===== src/rtl/ariane_pkg.sv =====
// ariane_pkg (issue-queue slice)
// Purpose : shared types for the decode -> issue path. Defines the functional
//           unit encoding, the scoreboard entry carried through the issue
//           queue, the issue-queue storage tuple, the default queue depth and
//           the memory-op classifier used by the queue's mem-op counter.
// Ports   : none (package).
package ariane_pkg;

   localparam int unsigned ISSUE_QUEUE_DEPTH = 4;

   typedef enum logic [3:0] {
      NONE      = 4'd0,
      LOAD      = 4'd1,
      STORE     = 4'd2,
      ALU       = 4'd3,
      CTRL_FLOW = 4'd4,
      MULT      = 4'd5,
      CSR       = 4'd6,
      FPU       = 4'd7
   } fu_t;

   typedef struct packed {
      logic [31:0] pc;
      logic [2:0]  trans_id;
      fu_t         fu;
      logic [6:0]  op;
      logic [4:0]  rs1;
      logic [4:0]  rs2;
      logic [4:0]  rd;
      logic        valid;
   } scoreboard_entry_t;

   // One queue slot: the decoded entry plus its control-flow flag.
   typedef struct packed {
      scoreboard_entry_t sbe;
      logic              is_ctrl_flow;
   } issue_queue_entry_t;

   function automatic logic is_mem_op(input fu_t fu);
      return (fu == LOAD) || (fu == STORE);
   endfunction

endpackage


===== src/rtl/issue_entry_queue.sv =====
// issue_entry_queue
// Purpose : decoded-instruction FIFO between decode and the issue-side
//           load/store reorder stage. Holds up to DEPTH entries, exports the
//           head and the entry behind it (peek), the occupancy and the number
//           of queued LOAD/STORE entries.
// Config  : ISSUE_QUEUE_BYPASS_EN - when defined, an entry offered to an empty
//           queue is presented on the head outputs in the same cycle; if it is
//           also consumed that cycle it is never written.
// Ports   :
//   clk_i, rst_ni            clock, asynchronous active-low reset
//   flush_i                  synchronous flush of all entries
//   debug_req_i              blocks enqueue, draining continues
//   decoded_entry_i/_valid_i/_is_ctrl_flow_i, decoded_ack_o
//                            enqueue side
//   issue_entry_o/_valid_o, is_ctrl_flow_o, issue_instr_ack_i
//                            head (dequeue) side
//   peek_entry_o, peek_valid_o  entry at head+1
//   usage_o, mem_ops_o       occupancy and queued memory-op count
// Handshake: an entry moves when valid and ack/ready are both high on the same
//   rising edge. Enqueue: decoded_valid_i & decoded_ack_o. Dequeue:
//   issue_entry_valid_o & issue_instr_ack_i. decoded_ack_o depends only on
//   registered occupancy, debug_req_i and flush_i (never on issue_instr_ack_i).
module issue_entry_queue
   import ariane_pkg::*;
#(
   parameter int unsigned DEPTH = ISSUE_QUEUE_DEPTH,
   parameter int unsigned CNT_W = $clog2(DEPTH + 1)
) (
   input  logic                          clk_i,
   input  logic                          rst_ni,
   input  logic                          flush_i,
   input  logic                          debug_req_i,
   input  ariane_pkg::scoreboard_entry_t decoded_entry_i,
   input  logic                          decoded_valid_i,
   input  logic                          decoded_is_ctrl_flow_i,
   output logic                          decoded_ack_o,
   output ariane_pkg::scoreboard_entry_t issue_entry_o,
   output logic                          issue_entry_valid_o,
   output logic                          is_ctrl_flow_o,
   input  logic                          issue_instr_ack_i,
   output ariane_pkg::scoreboard_entry_t peek_entry_o,
   output logic                          peek_valid_o,
   output logic [CNT_W-1:0]              usage_o,
   output logic [CNT_W-1:0]              mem_ops_o
);

   localparam int unsigned PTR_W = $clog2(DEPTH);

   issue_queue_entry_t r_mem [DEPTH];
   logic [PTR_W-1:0]   r_rd_ptr;
   logic [PTR_W-1:0]   r_wr_ptr;
   logic [CNT_W-1:0]   r_usage;
   logic [CNT_W-1:0]   r_mem_ops;

   issue_queue_entry_t w_in;
   issue_queue_entry_t w_head;
   issue_queue_entry_t w_peek;
   logic [PTR_W-1:0]   w_peek_ptr;
   logic               w_empty;
   logic               w_full;
   logic               w_ack;
   logic               w_push;
   logic               w_bypass;
   logic               w_head_valid;
   logic               w_peek_valid;
   logic               w_pop;
   logic               w_write;
   logic               w_pop_mem;
   logic               w_mem_inc;
   logic               w_mem_dec;

   assign w_in    = '{sbe: decoded_entry_i, is_ctrl_flow: decoded_is_ctrl_flow_i};
   assign w_empty = (r_usage == '0);
   assign w_full  = (r_usage == CNT_W'(DEPTH));

   // Full blocks enqueue even if the head leaves this cycle, keeping the
   // ack free of any path from issue_instr_ack_i.
   assign w_ack  = !w_full && !debug_req_i && !flush_i;
   assign w_push = decoded_valid_i && w_ack;

`ifdef ISSUE_QUEUE_BYPASS_EN
   assign w_bypass = w_empty && w_push;
`else
   assign w_bypass = 1'b0;
`endif

   // Head: stored entry when non-empty, otherwise the bypassed input.
   always_comb begin
      w_head       = '0;
      w_head_valid = 1'b0;
      if (!w_empty) begin
         w_head       = r_mem[r_rd_ptr];
         w_head_valid = 1'b1;
      end else if (w_bypass) begin
         w_head       = w_in;
         w_head_valid = 1'b1;
      end
   end

   assign w_peek_ptr   = r_rd_ptr + PTR_W'(1);
   assign w_peek_valid = (r_usage >= CNT_W'(2));

   always_comb begin
      w_peek = '0;
      if (w_peek_valid) begin
         w_peek = r_mem[w_peek_ptr];
      end
   end

   assign w_pop = w_head_valid && issue_instr_ack_i;

   // A bypassed entry consumed in the same cycle never touches storage, so
   // neither the write nor the array-side pop happens.
   assign w_write   = w_push && !(w_bypass && issue_instr_ack_i);
   assign w_pop_mem = w_pop && !w_empty;

   assign w_mem_inc = w_write && is_mem_op(decoded_entry_i.fu);
   assign w_mem_dec = w_pop_mem && is_mem_op(w_head.sbe.fu);

   always_ff @(posedge clk_i or negedge rst_ni) begin
      if (!rst_ni) begin
         r_rd_ptr  <= '0;
         r_wr_ptr  <= '0;
         r_usage   <= '0;
         r_mem_ops <= '0;
      end else if (flush_i) begin
         r_rd_ptr  <= '0;
         r_wr_ptr  <= '0;
         r_usage   <= '0;
         r_mem_ops <= '0;
      end else begin
         if (w_write) begin
            r_wr_ptr <= r_wr_ptr + PTR_W'(1);
         end
         if (w_pop_mem) begin
            r_rd_ptr <= r_rd_ptr + PTR_W'(1);
         end
         case ({w_write, w_pop_mem})
            2'b10:   r_usage <= r_usage + CNT_W'(1);
            2'b01:   r_usage <= r_usage - CNT_W'(1);
            default: r_usage <= r_usage;
         endcase
         case ({w_mem_inc, w_mem_dec})
            2'b10:   r_mem_ops <= r_mem_ops + CNT_W'(1);
            2'b01:   r_mem_ops <= r_mem_ops - CNT_W'(1);
            default: r_mem_ops <= r_mem_ops;
         endcase
      end
   end

   // Storage needs no reset: every read is qualified by the occupancy.
   always_ff @(posedge clk_i) begin
      if (w_write) begin
         r_mem[r_wr_ptr] <= w_in;
      end
   end

   assign decoded_ack_o       = w_ack;
   assign issue_entry_o       = w_head.sbe;
   assign is_ctrl_flow_o      = w_head.is_ctrl_flow;
   assign issue_entry_valid_o = w_head_valid;
   assign peek_entry_o        = w_peek.sbe;
   assign peek_valid_o        = w_peek_valid;
   assign usage_o             = r_usage;
   assign mem_ops_o           = r_mem_ops;

endmodule


===== config.mk =====
export PLATFORM = sky130hd
export DESIGN_NAME = issue_entry_queue
export DESIGN_NICKNAME = d
export VERILOG_FILES = /design/src/rtl/ariane_pkg.sv /design/src/rtl/issue_entry_queue.sv
export SDC_FILE = /design/constraint.sdc
export NUM_CORES = 1
export LEC_CHECK = 0
export CAP_MARGIN = 40
export CORE_UTILIZATION = 50
export CTS_CLUSTER_DIAMETER = 200
export DETAILED_ROUTE_END_ITERATION = 8
export GPL_TIMING_DRIVEN = 0
export PLACE_DENSITY = 0.76
export SETUP_SLACK_MARGIN = 0.1
export SYNTH_ARGS = -nofsm -noshare
export SYNTH_HDL_FRONTEND = slang
export SYNTH_SLANG_ARGS = --single-unit

===== constraint.sdc =====
create_clock -name clk_i -period 4.9 [get_ports clk_i]
set_input_delay 0.49 -clock clk_i [delete_from_list [all_inputs] [get_ports clk_i]]
set_output_delay 0.49 -clock clk_i [all_outputs]
set_load 0.05 [all_outputs]

==> out/metrics.csv, run 1 <==
metric,value,unit
syn avg cell area,19.5,sq um
CTS tree,built,
drt first pass iters,6,
post-route DRC violation count,0,
final setup TNS,0,ns
fmax,0.231,GHz
IO Pins,203,
sequential fraction of the synthesis area,0.649,
synth warn,0,
RSZ-0062 raised after global routing,no,
count of state elements after synthesis,262,
Non-Filler Instances,1200,
Placement Cell Area,0.0146,sq mm
die area,0.0247,sq mm
"Distinct cells, synth",34,
RePlAce Congestion,0.828,
Hold Path Class,input pin to asynchronous set/reset pin,
critical path startpoint,r_rd_ptr[1]$_DFFE_PN0P_,
worst r2r src,r_rd_ptr[1]$_DFFE_PN0P_,
Post CTS Setup Buffer Count,0,
final worst path period share,0.885,
predominant post-synthesis flop cell,edfxtp_1,
initial antenna violation count,0,
IO Port Bufs,202,
CP Class,flip-flop to primary output,
DRT antenna net count,0,
post-cts gate resize count,0,
detailed-route via count,6932,
Worst setup SP type,flip-flop,
MaxCap Viol Count,0,
crit-path max FO,10,
total wire length,27600,um
Critical Path RT,4.41,ns
DR WL/cell,23.0,um
post-route minimum period,4.34,ns
clock skew,0.0133,ns
initial core utilization,0.512,
vias per cell,5.78,
Async SR Flop Fraction,0.0382,
Max Root-Sink Buffers,3,
syn nets,692,
Crit path arrival time,3.85,ns
Max transition margin,0.511,
critical path endpoint category,primary output,
top post-synthesis cells by count,"edfxtp_1, and2_1, mux4_2, clkbuf_1",
VDD IR max,0.000446,V
Layout Nets,934,
area grow syn2layout,28.9,%
Fin. Hold Viols,0,
HPWL Detailed,18500,um
global-route usage over all layers,0.231,
die width,157,um
CTS H-Tree Depth,1,
CTS sink count,262,
largest net degree at the start of global routing,38,
ant diodes,0,
"EDFF count, synth",252,
outcome,completed,
number of global-route vias before repair,7499,
total CTS buffers,28,
placed cell count,1147,
post-synth top area share,0.628,
FP Rows,56,
first-pass GRT wire length,42400,um
"area leader, netlist",edfxtp_1,
fin area,0.0155,sq mm
P per Cell Area,622,mW/mm^2
Worst-Skew Late Latency,0.53,ns
max-slew violation count,0,
Die Span Y,157,um
worst-margin pin slew,0.733,ns
"top cells by area, synth","edfxtp_1, mux4_2, and2_1",
Iter 0 DRT Violations,424,
GRT overflow,0,
Setup-failing EPs final,0,
# hold bufs at CTS,0,
top-count cell post-synth,edfxtp_1,
Static Leak,4.93,nW
Root Buffer,clkbuf_16,
layout cell share with drive strength beyond 1,0.222,
"Reg clk slew, reported paths",0.06,ns
core area,0.0235,sq mm
Mapped Cells,617,
Mapped Area,0.0120,sq mm
[power breakdown]
part           switching, mW  leakage, nW  internal (mW)  total (mW)
combinational           3.15         2.08           1.90        5.05
sequential            0.0440         2.41           2.53        2.57
clock                  0.850        0.442           1.18        2.03
[routing by layer]
| metal | track usage | up-vias | part of all wire |
|---|---|---|---|
| met5 | 0 | - | 0 |
| met4 | 0.0573 | 0 | 0.016 |
| met3 | 0.0531 | 34 | 0.079 |
| met2 | 0.404 | 277 | 0.52 |
| met1 | 0.291 | 3616 | 0.39 |
| li1 | - | 3005 | - |
[flip-flops by register name, summed over array words and instances, names as in the netlist]
| register | count |
|---|---|
| mem_ops_o | 3 |
| r_mem | 252 |
| r_rd_ptr | 2 |
| r_wr_ptr | 2 |
| usage_o | 3 |
[stage by stage]
step,setup slack (ns),utilization,hold slack [ns],power (mW)
2_1_floorplan,1.60,-,0.194,6.06
3_3_place_gp,-0.293,0.615,0.520,7.64
3_5_place_dp,1.03,0.621,0.537,7.71
4_1_cts,0.446,0.659,0.272,9.76
5_1_grt,0.293,0.660,0.288,10.1
6_report,0.564,0.660,0.274,9.66
[kinds of logic (layout without fill, tap and decap cells)]
group / Yosys count / in the layout / share of synthesized area
AND/OR/NAND/NOR: 152 / 152 / 0.0773
AO/OA/AOI/OAI: 15 / 15 / 0.00955
buffers and inverters: 48 / 312 / 0.0163
adder cells (fa/ha/maj): 6 / 6 / 0.00748
multiplexers: 127 / 127 / 0.235
flip-flops: 262 / 262 / 0.649
XOR/XNOR: 7 / 7 / 0.00509
[worst max-delay path, stage by stage, from the launching register on]
cell,delay [ns]
dfrtp_1,0.34
clkbuf_1,0.43
clkbuf_1,0.62
clkbuf_1,0.59
mux4_2,0.41
and2_1,0.17
clkdlybuf4s50_1,0.74
[cells in the final DEF, fill, tap and decap left out, types with 2 or more instances in the layout]
master | Yosys | routed
clkinv_1 | 0 | 4
clkbuf_1 | 28 | 30
a21oi_1 | 3 | 3
dfrtp_1 | 10 | 10
clkinvlp_4 | 0 | 3
clkbuf_16 | 0 | 29
nor2_1 | 10 | 10
bufinv_16 | 0 | 2
clkdlybuf4s50_1 | 0 | 202
buf_2 | 7 | 8
buf_1 | 8 | 8
a311o_1 | 2 | 2
mux4_2 | 125 | 125
buf_12 | 0 | 3
xor2_1 | 2 | 2
o21ai_0 | 3 | 3
ha_1 | 4 | 4
clkinv_2 | 0 | 10
nor3_1 | 2 | 2
or3_1 | 2 | 2
and2_4 | 0 | 4
xnor2_1 | 5 | 5
inv_1 | 4 | 4
fa_1 | 2 | 2
o31ai_1 | 2 | 2
buf_6 | 1 | 5
and2_1 | 130 | 126
mux2i_1 | 2 | 2
edfxtp_1 | 252 | 252
[final timing paths]
check                                      endpoint  slack (ns)  cells after the start
hold reg to reg             r_wr_ptr[0]$_DFFE_PN0P_        0.55                      1
max in group asynchronous  mem_ops_o[2]$_DFFE_PN0P_        4.31                      1
setup reg to reg           mem_ops_o[2]$_DFFE_PN0P_        2.01                      8
hold / removal               usage_o[0]$_DFFE_PN0P_        0.27                      1
setup / recovery                   peek_entry_o[23]        0.56                      6
min in group clk_i          r_wr_ptr[0]$_DFFE_PN0P_        0.55                      1
[layout make-up]
cell class                      count  area (sq um)
Buffer                             44           181
Clock inverter                     21           165
Tap cell                          319           399
Fill cell                        1620          8010
Clock buffer                       31           733
Timing Repair Buffer              212          2170
Sequential cell                   262          7820
Inverter                            4          15.0
Multi-Input combinational cell    307          4040
Power figures use the tool's default switching activity.
==> run 2: changes to the inputs <==
Settings changed: CORE_MARGIN from default to 2, CTS_CLUSTER_SIZE from default to 12.
==> out/metrics.csv, run 2 (synthesis results as in run 1) <==
metric,value,unit,change
Iter 0 DRT Violations,402,,was 424
critical path startpoint,r_rd_ptr[1]$_DFFE_PN0P_,,unchanged
area grow syn2layout,27.6,%,was 28.9%
IO Pins,203,,unchanged
Root Buffer,clkbuf_16,,unchanged
pre-CTS WS,1.09,ns,was 1.03 ns
hold slack,0.321,ns,was 0.274 ns
number of global-route vias before repair,7617,,was 7499
DR WL/cell,24.0,um,was 23.0 um
CP max stage cell,clkdlybuf4s50_1,,unchanged
final worst path period share,0.886,,was 0.885
Max Root-Sink Buffers,3,,unchanged
most frequent cells in the layout,"edfxtp_1, clkdlybuf4s50_1, and2_1",,unchanged
crit-path max FO,10,,unchanged
total CTS buffers,25,,was 28
layout cell share with drive strength beyond 1,0.202,,was 0.222
Crit path arrival time,3.85,ns,about the same
largest reg by FF count,r_mem,,unchanged
CP peak stage delay,0.82,ns,was 0.74 ns
post-route DRC violation count,0,,unchanged
P per Cell Area,611,mW/mm^2,was 622 mW/mm^2
core area,0.0235,sq mm,unchanged
Post CTS Setup Buffer Count,0,,unchanged
CTS sink count,262,,unchanged
FP Rows,56,,unchanged
total wire length,28600,um,was 27600 um
CTS tree,built,,unchanged
CP Cell Sequence,clkbuf_1 > clkbuf_1 > clkbuf_1 > mux4_2 > and2_1 > clkdlybuf4s50_1,,unchanged
Worst-Skew Late Latency,0.51,ns,was 0.53 ns
detailed-route via count,6976,,was 6932
Critical Path RT,4.41,ns,about the same
post-route minimum period,4.34,ns,about the same
RePlAce Congestion,0.782,,was 0.828
Layout Nets,931,,was 934
largest net degree at the start of global routing,45,,was 38
Die Span Y,159,um,was 157 um
fmax,0.230,GHz,was 0.231 GHz
IO Port Bufs,202,,unchanged
max reg flops,252,,unchanged
Max transition margin,0.501,,was 0.511
die area,0.0254,sq mm,was 0.0247 sq mm
initial antenna violation count,1,,was 0
Final WS setup,0.559,ns,was 0.564 ns
Static Leak,4.84,nW,was 4.93 nW
initial core utilization,0.512,,unchanged
CP Class,flip-flop to primary output,,unchanged
Non-Filler Instances,1192,,was 1200
Hold Path Class,input pin to asynchronous set/reset pin,,unchanged
outcome,completed,,unchanged
die width,159,um,was 157 um
CTS H-Tree Depth,1,,unchanged
RSZ-0062 raised after global routing,no,,unchanged
Worst setup SP type,flip-flop,,unchanged
Setup-failing EPs final,0,,unchanged
DRT antenna net count,0,,unchanged
MaxCap Viol Count,0,,unchanged
VDD IR max,0.000489,V,was 0.000446 V
HPWL Detailed,18800,um,was 18500 um
clock skew,0.00993,ns,was 0.0133 ns
Fin. Hold Viols,0,,unchanged
# hold bufs at CTS,0,,unchanged
critical path endpoint category,primary output,,unchanged
top cell family by delay on the critical path,buffers and inverters,,unchanged
drt first pass iters,5,,was 6
WP buf/inv,4,,unchanged
first-pass GRT wire length,44200,um,was 42400 um
worst-margin pin slew,0.749,ns,was 0.733 ns
GRT overflow,0,,unchanged
global-route usage over all layers,0.226,,was 0.231
max-slew violation count,0,,unchanged
ant diodes,0,,unchanged
placed cell count,1147,,unchanged
"commonest non-fill, non-tap cell in the layout",edfxtp_1,,unchanged
"most used cell, CP",clkbuf_1,,unchanged
post-cts gate resize count,0,,unchanged
Design Power,9.39,mW,was 9.66 mW
vias per cell,5.85,,was 5.78
"Reg clk slew, reported paths",0.06,ns,about the same
worst r2r src,r_rd_ptr[1]$_DFFE_PN0P_,,unchanged
## run 2: changes by cell type in the layout (fill, tap and decap cells not counted), sizes merged
cell and delta:
inv -1, clkinv -15, clkinvlp -3, clkbuf +13
bufinv -2
## run 2: path summary, 6_finish.rpt
check | endpoint | slack (ns) | cells past startpoint
max in group asynchronous | usage_o[1]$_DFFE_PN0P_ | 4.23 | 1
min in group clk_i | r_wr_ptr[0]$_DFFE_PN0P_ | 0.55 | 1
max reg2reg | mem_ops_o[2]$_DFFE_PN0P_ | 1.95 | 8
min | mem_ops_o[1]$_DFFE_PN0P_ | 0.32 | 1
min reg2reg | r_wr_ptr[0]$_DFFE_PN0P_ | 0.55 | 1
max | issue_entry_o[20] | 0.56 | 6
## run 2: stage by stage
step                cell area (sq um)  TNS (ns)  utilization
detailed placement              14700         0        0.623
global route                    15400         0        0.653
finish                          15400         0        0.653
CTS                             15400         0        0.653
floorplan                       12000         0            -
global placement                14500    -77.50        0.615
## run 2: layout make-up
type | instances | area (sq um)
flip-flops and latches | 262 | 7820
well taps | 319 | 399
inverters | 4 | 15.0
multi-input cells | 307 | 4040
repair buffers | 212 | 2200
clock buffers | 44 | 707
plain buffers | 44 | 181
fillers | 1665 | 8180
## run 2: power breakdown
part	internal, mW	switching [mW]
registers	2.53	0.0459
clock network	0.966	0.763
logic	1.91	3.18
total	5.40	3.99
## run 2: metal layers
layer  up-vias  track usage  share of wire
met3        39       0.0529          0.078
met5         -            0        0.00045
met1      3659        0.295           0.40
li1       2993            -              -
met4         2       0.0475          0.016
met2       283        0.393           0.51
==> run 3: changes to the inputs <==
Settings changed: CORE_UTILIZATION 50 to 38, PLACE_DENSITY 0.76 to default, SETUP_SLACK_MARGIN 0.1 to 0.2, TNS_END_PERCENT from default to 20.
==> out/metrics.csv, run 3 (synthesis results as in run 1) <==
metric,value,unit,change
DRT antenna net count,0,,unchanged
CP max stage cell,clkdlybuf4s50_1,,unchanged
FP Rows,65,,was 56
Fin. Hold Viols,0,,unchanged
Max transition margin,0.492,,was 0.501
GRT overflow,0,,unchanged
largest reg by FF count,r_mem,,unchanged
post-route DRC violation count,0,,unchanged
"commonest non-fill, non-tap cell in the layout",edfxtp_1,,unchanged
met3 WL,2360,um,was 2220 um
total wire length,30200,um,was 28600 um
CTS tree,built,,unchanged
outcome,completed,,unchanged
vias per cell,5.39,,was 5.85
most frequent cells in the layout,"edfxtp_1, clkdlybuf4s50_1, and2_1",,unchanged
final worst path period share,0.888,,was 0.886
post-route minimum period,4.35,ns,was 4.34 ns
CP peak stage delay,0.82,ns,about the same
top sig layer,met5,,unchanged
clock skew,0.0132,ns,was 0.00993 ns
Crit path arrival time,3.86,ns,was 3.85 ns
fmax,0.230,GHz,about the same
IO Pins,203,,unchanged
CTS sink count,262,,unchanged
Routed met1 length,12300,um,was 11400 um
Post CTS Setup Buffer Count,0,,unchanged
initial core utilization,0.384,,was 0.512
Iter 0 DRT Violations,504,,was 402
P per Cell Area,609,mW/mm^2,was 611 mW/mm^2
Setup-failing EPs final,0,,unchanged
Placement Cell Area,0.0148,sq mm,was 0.0147 sq mm
critical path endpoint category,primary output,,unchanged
area grow syn2layout,28.4,%,was 27.6%
worst-margin pin slew,0.763,ns,was 0.749 ns
ant diodes,0,,unchanged
total CTS buffers,25,,unchanged
post-cts gate resize count,0,,unchanged
wire length on met2,15000,um,was 14500 um
CP Class,flip-flop to primary output,,unchanged
max-slew violation count,0,,unchanged
Layout Nets,931,,unchanged
RSZ-0062 raised after global routing,no,,unchanged
Die Span Y,182,um,was 159 um
CP Cell Sequence,clkbuf_1 > clkbuf_1 > clkbuf_1 > mux4_2 > and2_1 > clkdlybuf4s50_1,,unchanged
max reg flops,252,,unchanged
crit-path max FO,10,,unchanged
core area,0.0314,sq mm,was 0.0235 sq mm
# hold bufs at CTS,0,,unchanged
layout cell share with drive strength beyond 1,0.201,,was 0.202
MaxCap Viol Count,0,,unchanged
DR WL/cell,23.7,um,was 24.0 um
VDD IR max,0.000343,V,was 0.000489 V
initial antenna violation count,3,,was 1
first-pass GRT wire length,45700,um,was 44200 um
Worst setup SP type,flip-flop,,unchanged
"Reg clk slew, reported paths",0.06,ns,about the same
die width,182,um,was 159 um
Hold Path Class,input pin to asynchronous set/reset pin,,unchanged
IO Port Bufs,202,,unchanged
largest net degree at the start of global routing,36,,was 45
global-route usage over all layers,0.183,,was 0.226
die area,0.0331,sq mm,was 0.0254 sq mm
RePlAce Congestion,0.745,,was 0.782
Root Buffer,clkbuf_16,,unchanged
Static Leak,4.84,nW,about the same
detailed-route via count,6877,,was 6976
Max Root-Sink Buffers,3,,unchanged
"most used cell, CP",clkbuf_1,,unchanged
Worst-Skew Late Latency,0.52,ns,was 0.51 ns
drt first pass iters,4,,was 5
HPWL Detailed,20300,um,was 18800 um
fin util,0.493,,was 0.653
CTS H-Tree Depth,1,,unchanged
fin area,0.0155,sq mm,was 0.0154 sq mm
Critical Path RT,4.41,ns,about the same
hold slack,0.314,ns,was 0.321 ns
number of global-route vias before repair,7622,,was 7617
-- run 3: cell types whose count changed in the layout (fill, tap and decap cells not counted), sizes merged --
cell,before,now
clkbuf,72,73
-- run 3: final timing paths --
check | startpoint | to | slack [ns] | cells after the start
max | r_rd_ptr[1]$_DFFE_PN0P_ | issue_entry_o[12] | 0.55 | 6
min | rst_ni | r_wr_ptr[0]$_DFFE_PN0P_ | 0.31 | 1
max reg2reg | r_rd_ptr[1]$_DFFE_PN0P_ | mem_ops_o[2]$_DFFE_PN0P_ | 1.95 | 8
min reg2reg | r_wr_ptr[0]$_DFFE_PN0P_ | r_wr_ptr[0]$_DFFE_PN0P_ | 0.57 | 1
max in group asynchronous | rst_ni | r_rd_ptr[1]$_DFFE_PN0P_ | 4.23 | 1
min in group clk_i | r_wr_ptr[0]$_DFFE_PN0P_ | r_wr_ptr[0]$_DFFE_PN0P_ | 0.57 | 1
-- run 3: area by class of cell --
type / count / area [sq um]
Buffer: 44 / 181
Clock buffer: 45 / 711
Fill cell: 2627 / 15900
Inverter: 4 / 15.0
Multi-Input combinational cell: 307 / 4040
Sequential cell: 262 / 7820
Tap cell: 402 / 503
Timing Repair Buffer: 212 / 2200
-- run 3: per-layer routing --
layer / vias up / track usage
li1: 2990 / -
met1: 3612 / 0.232
met2: 221 / 0.314
met3: 50 / 0.0545
met4: 4 / 0.0374
met5: - / 0
-- run 3: power by group --
part / total, mW / switching [mW] / internal [mW]
logic: 5.10 / 3.20 / 1.90
registers: 2.57 / 0.0438 / 2.53
clock network: 1.74 / 0.771 / 0.969
-- run 3: worst max-delay path, delay by kind of cell (launching register included) --
kind / cells / cell delay, ns
simple gates: 1 / 0.18
buf+inv: 4 / 2.50
mux: 1 / 0.34
flops: 1 / 0.33
-- run 3: per-stage QoR --
step	TNS (ns)	total power, mW	worst slack (ns)	instances
after floorplan	0	6.06	1.60	617
after detailed placement	0	7.79	0.985	1231
after global routing	0	9.87	0.332	1276
after CTS	0	9.57	0.404	1276
final	0	9.42	0.547	1276
after global placement	-132.07	7.73	-0.545	1221
